==> config.mk <==
export PLATFORM = sky130hd
export DESIGN_NAME = jtframe_dump_ctrl
export DESIGN_NICKNAME = d
export VERILOG_FILES = /design/src/rtl/jtframe_dump_pkg.sv /design/src/rtl/jtframe_edge_sync.sv /design/src/rtl/jtframe_dump_ctrl.sv
export SDC_FILE = /design/constraint.sdc
export NUM_CORES = 1
export LEC_CHECK = 0
export ABC_AREA = 1
export CAP_MARGIN = 40
export CELL_PAD_IN_SITES_DETAIL_PLACEMENT = 0
export CELL_PAD_IN_SITES_GLOBAL_PLACEMENT = 1
export CORE_AREA = 2 2 127 129
export DETAILED_ROUTE_END_ITERATION = 6
export DIE_AREA = 0 0 129 131
export HOLD_SLACK_MARGIN = 0.12
export PLACE_DENSITY = 0.86
export REMOVE_ABC_BUFFERS = 1
export SLEW_MARGIN = 40
export SYNTH_ARGS = -nofsm -noshare
export SYNTH_HDL_FRONTEND = slang
export SYNTH_HIERARCHICAL = 1
export SYNTH_SLANG_ARGS = --single-unit
export TNS_END_PERCENT = 100
==> constraint.sdc <==
create_clock -name clk -period 5.5 [get_ports clk]
set_input_delay 1.1 -clock clk [delete_from_list [all_inputs] [get_ports clk]]
set_output_delay 1.1 -clock clk [all_outputs]
set_load 0.05 [all_outputs]
==> src/rtl/jtframe_dump_pkg.sv <==
// Shared encodings for the dump-window sequencer: FSM states and trigger modes.
package jtframe_dump_pkg;

    typedef enum logic [2:0] {
        ST_IDLE       = 3'd0,
        ST_WAIT_DL    = 3'd1,
        ST_WAIT_FRAME = 3'd2,
        ST_DUMP       = 3'd3,
        ST_DONE       = 3'd4
    } dump_state_t;

    localparam logic MODE_FRAME = 1'b0;
    localparam logic MODE_DL    = 1'b1;

endpackage

==> src/rtl/jtframe_edge_sync.sv <==
// Optional two-flop synchronizer followed by a registered falling-edge strobe.
module jtframe_edge_sync #(
    parameter int SYNC = 1
) (
    input  logic clk,
    input  logic rst_n,
    input  logic din,
    output logic fall
);

    logic w_in;
    logic r_last;
    logic r_fall;

    generate
        if (SYNC != 0) begin : g_sync
            logic r_s1;
            logic r_s2;
            always_ff @(posedge clk) begin
                if (!rst_n) begin
                    r_s1 <= 1'b0;
                    r_s2 <= 1'b0;
                end else begin
                    r_s1 <= din;
                    r_s2 <= r_s1;
                end
            end
            assign w_in = r_s2;
        end else begin : g_nosync
            assign w_in = din;
        end
    endgenerate

    // Strobe is registered so downstream logic sees a clean single-cycle pulse
    always_ff @(posedge clk) begin
        if (!rst_n) begin
            r_last <= 1'b0;
            r_fall <= 1'b0;
        end else begin
            r_last <= w_in;
            r_fall <= r_last & ~w_in;
        end
    end

    assign fall = r_fall;

endmodule

==> src/rtl/jtframe_dump_ctrl.sv <==
// Dump-window sequencer: counts frames and opens/closes the dump window on a
// frame-number or download-end trigger.
module jtframe_dump_ctrl
    import jtframe_dump_pkg::*;
#(
    parameter int SYNC    = 1,
    parameter int HOLDOFF = 20000,
    parameter int HW      = 16
) (
    input  logic        clk,
    input  logic        rst_n,
    input  logic        vs,
    input  logic        led,
    input  logic        arm,
    input  logic        abort,
    input  logic        mode,
    input  logic [31:0] start_frame,
    input  logic [15:0] len,
    output logic [31:0] frame_cnt,
    output logic        dump_on,
    output logic        dump_start,
    output logic        dump_stop,
    output logic [2:0]  st
);

    logic          w_vs_fall;
    logic          w_led_fall;
    logic          w_hold_ok;
    logic          w_enter;
    logic          w_tick;
    logic          w_last;

    logic [HW-1:0] r_hold;
    logic [31:0]   r_frame_cnt;
    dump_state_t   r_st;
    logic          r_mode;
    logic [31:0]   r_start;
    logic [15:0]   r_len;
    logic [15:0]   r_rem;
    logic          r_on;
    logic          r_dstart;
    logic          r_dstop;

    jtframe_edge_sync #(.SYNC(SYNC)) u_vs_sync (
        .clk   (clk),
        .rst_n (rst_n),
        .din   (vs),
        .fall  (w_vs_fall)
    );

    jtframe_edge_sync #(.SYNC(SYNC)) u_led_sync (
        .clk   (clk),
        .rst_n (rst_n),
        .din   (led),
        .fall  (w_led_fall)
    );

    assign w_hold_ok = (r_hold == HW'(HOLDOFF));

    // Trigger compares the frame number before this fall's increment lands
    assign w_enter = !abort &&
                     (((r_st == ST_WAIT_DL) && w_led_fall && w_hold_ok) ||
                      ((r_st == ST_WAIT_FRAME) && w_vs_fall && (r_frame_cnt == r_start)));
    assign w_tick  = !abort && (r_st == ST_DUMP) && w_vs_fall && (r_len != 16'd0);
    assign w_last  = w_tick && (r_rem == 16'd1);

    always_ff @(posedge clk) begin
        if (!rst_n) begin
            r_hold      <= '0;
            r_frame_cnt <= 32'd0;
        end else begin
            if (!w_hold_ok)
                r_hold <= r_hold + 1'b1;
            if (w_vs_fall)
                r_frame_cnt <= r_frame_cnt + 32'd1;
        end
    end

    always_ff @(posedge clk) begin
        if (!rst_n) begin
            r_st     <= ST_IDLE;
            r_on     <= 1'b0;
            r_dstart <= 1'b0;
            r_dstop  <= 1'b0;
        end else begin
            r_dstart <= 1'b0;
            r_dstop  <= 1'b0;
            if (abort) begin
                r_st    <= ST_IDLE;
                r_on    <= 1'b0;
                r_dstop <= (r_st == ST_DUMP);
            end else begin
                case (r_st)
                    ST_IDLE: begin
                        if (arm)
                            r_st <= (mode == MODE_DL) ? ST_WAIT_DL : ST_WAIT_FRAME;
                    end
                    ST_WAIT_DL, ST_WAIT_FRAME: begin
                        if (w_enter) begin
                            r_st     <= ST_DUMP;
                            r_on     <= 1'b1;
                            r_dstart <= 1'b1;
                        end
                    end
                    ST_DUMP: begin
                        if (w_last) begin
                            r_st    <= ST_DONE;
                            r_on    <= 1'b0;
                            r_dstop <= 1'b1;
                        end
                    end
                    ST_DONE: begin
                        if (!arm)
                            r_st <= ST_IDLE;
                    end
                    default: r_st <= ST_IDLE;
                endcase
            end
        end
    end

    // Configuration and frame budget are data-only; their validity follows r_st
    always_ff @(posedge clk) begin
        if (!abort && (r_st == ST_IDLE) && arm) begin
            r_mode  <= mode;
            r_start <= start_frame;
            r_len   <= len;
        end
        if (w_enter)
            r_rem <= r_len;
        else if (w_tick && !w_last)
            r_rem <= r_rem - 16'd1;
    end

    assign frame_cnt  = r_frame_cnt;
    assign dump_on    = r_on;
    assign dump_start = r_dstart;
    assign dump_stop  = r_dstop;
    assign st         = r_st;

endmodule

==> impl_metrics.ini <==
[outcome]
status = complete, no violations

[synthesis]
ys_seq_area_share_pct = 51.6
synth-xor-area-share_pct = 2.72
ys.warnings.count = 6
synthDistinctLibCells = 42
ys_async_sr_fraction_pct = 0
ys_ff_latch = 126
synth_fa_ha_area_share_pct = 1.02
synthCells = 744
netlist.area_leader.share_pct = 31.4
synth_compound_area_share_pct = 7.62
yosys-top-cells-area = edfxtp_1 31%, dfxtp_1 20%, nand2_1 10%
synth_ff_type = edfxtp_1
synth_area_um2 = 6120
syn_avg_cell_area_um2 = 8.23
synth_top_cell_by_area = edfxtp_1
yosys.area_share.simple_pct = 27.5
synth_edf_count = 64
synth_top_family_by_area = simple AND/OR/NAND/NOR gates
muxShareOfSynthArea_pct = 1.47

[clock_network]
clkTransAtPathRegs_ns = 0.05
cts.repair.resized = 0
cts_made_buffers = 17
clock-sinks = 126
post-cts-setup-buffers = 0
ctsHoldBuffers = 0
cts.htree.levels = 4
cts_tree = built
cts_max_path_buffers = 2
insertion_delay_ns = 0.42
clockRootBuffer = clkbuf_16

[final_layout]
drive_above_1_share_pct = 7.75
syn_to_final_growth_pct = 29.3
antenna_cells = 0
multi_input_comb_area_um2 = 2470
nFillCells = 1458
nets = 911
final_util_pct = 50.8
register_area_um2 = 3160

[job]
maxCapViolations = 0

[grt]
grt_pass1_vias = 5006
track_usage_pct = 19.2
grt_first_pass_wirelength_um = 24800
grt_start_max_net_pins = 49
antenna_found_initial = 0
grt-ovfl-total = 0

[power_and_ir_drop]
cellLeakagePower_uw = 0.00313
p_per_area_nw_per_um2 = 292
peakVddDrop_v = 0.000229

[die]
core_area_um2 = 15600
dieArea_um2 = 16900
rows = 46
initial_utilization_pct = 39.3
die_h_um = 131
io_pins = 93
die_w_um = 129

[drt]
viasPerCell = 4.80
drc = 0
drtIter0Drc = 287
avgRoutedWirePerCell_um = 14.2
first_pass_iters = 7
vias = 5181
drt-total-wl_um = 15300
ant_nets = 0

[critical_path]
cp.required_ns = 4.40
cp_max_fo = 8
crit_path_max_incr_delay_ns = 0.87
arrival_ns = 1.79
crit_buf_inv = 1
slowest_stage = clkdlybuf4s50_1
path_delay_family = buffers and inverters
crit_chain = clkdlybuf4s50_1
critPathKind = flop to primary output
critPathCaptureType = primary output
cp-start-kind = flop

[hold_path]
min_path_type = flop to flop

[sta]
clock.fmax_mhz = 346
finalMaxSlewViolations = 0
rsz0062_at_grt = false
period_minus_slack_ns = 2.89
setup_viol = 0
fin_skew_ns = 0.00725
hold_violations = 0
worst_pin_slew_ns = 0.689
final.setup.tns_ns = 0
period_share_pct = 52.5
slew_headroom_pct = 53.7

[placement]
io_buffers = 92
dpl.hpwl_um = 11300
place_congestion = 0.870
## tightest hold or removal path, delay by kind of cell, from the launching register on
kind	cells	cell delay [ns]
flip-flops	1	0.29
AND/OR/NAND/NOR	1	0.05
buffers and inverters	1	0.03
## cells by family (layout without fill, tap and decap cells)
logic type,after synthesis,after routing
AO/OA/AOI/OAI,87,87
XOR/XNOR,19,19
adder cells (fa/ha/maj),5,5
buffers and inverters,128,248
flip-flops,126,126
multiplexers,7,7
AND/OR/NAND/NOR,372,372
## state kept, by name (all words and copies together) (netlist names), 3 cells and up
name	cells
frame_cnt	32
r_start	32
r_hold	16
r_len	16
r_rem	16
st	3
## layer usage
layer / up-vias / track usage (%) / wire length (um)
li1: 2654 / - / -
met1: 2356 / 24.0 / 6890
met2: 149 / 32.2 / 7340
met3: 22 / 5.29 / 787
met4: 0 / 6.71 / 290
met5: - / 0 / 0
## worst paths after layout
kind	startpoint	end	slack, ns	cells past startpoint
max reg2reg	u_vs_sync/fall	r_rem[11]	3.17	11
min reg2reg	u_vs_sync/g_sync.r_s1	u_vs_sync/g_sync.r_s2	0.41	2
max	frame_cnt[24]	frame_cnt[24]	2.61	1
min	u_vs_sync/g_sync.r_s1	u_vs_sync/g_sync.r_s2	0.41	2
## cell usage after synthesis, types with 3 or more instances
cell	count
nand3_1	35
or2_2	7
xnor2_1	11
and3_1	3
a211oi_1	3
a31oi_1	6
dfxtp_1	62
a21oi_1	41
ha_1	5
mux2_2	4
nor3_1	22
mux2_4	3
nor3_2	4
edfxtp_1	64
nand4_1	18
nor2_1	85
o21ai_0	30
inv_1	117
inv_2	3
nand2_2	3
nor2_4	3
xor2_1	8
nor4_1	11
nand2_1	171
clkbuf_1	3
## area by class of cell
cell class / instances / share of cell area [%]
flip-flops and latches: 126 / 39.9
multi-input cells: 490 / 31.2
clock inverters: 11 / 2.10
repair buffers: 95 / 11.9
well taps: 216 / 3.41
inverters: 121 / 5.73
clock buffers: 21 / 5.69
## placed cells by master, fill, tap and decap left out, drive strengths merged
| master | instances |
|---|---|
| o2111ai | 1 |
| clkinvlp | 3 |
| clkbuf | 21 |
| nor3b | 2 |
| ha | 5 |
| and3 | 3 |
| xor2 | 8 |
| nand4 | 19 |
| or2 | 7 |
| o21a | 2 |
| mux2 | 7 |
| clkinv | 5 |
| a221oi | 1 |
| nand2 | 175 |
| inv | 120 |
| dfxtp | 62 |
| a21oi | 41 |
| nor4 | 12 |
| a211oi | 3 |
| xnor2 | 11 |
| a31oi | 6 |
| edfxtp | 64 |
| nor3 | 26 |
| nor2 | 90 |
| buf | 3 |
| nand3 | 37 |
| clkdlybuf4s50 | 92 |
| bufinv | 4 |
| nand3b | 1 |
| o21ai | 32 |
| a2bb2oi | 1 |
## stage by stage
stage	setup slack [ns]	cell area [um2]	cells	total power, uW	hold WS, ns
after floorplan	0.324	6080	737	1090	0.386
after global placement	2.46	7300	1048	1160	0.389
after detailed placement	2.45	7300	1048	1160	0.396
after CTS	2.58	7920	1080	2330	0.408
after global routing	2.52	7920	1080	2390	0.425
final	2.61	7920	1080	2310	0.410
## power breakdown
part	internal, uW	switching, uW
Sequential	1010	13.2
Combinational	55.5	60.0
Clock	767	405
Power figures use the tool's default switching activity.
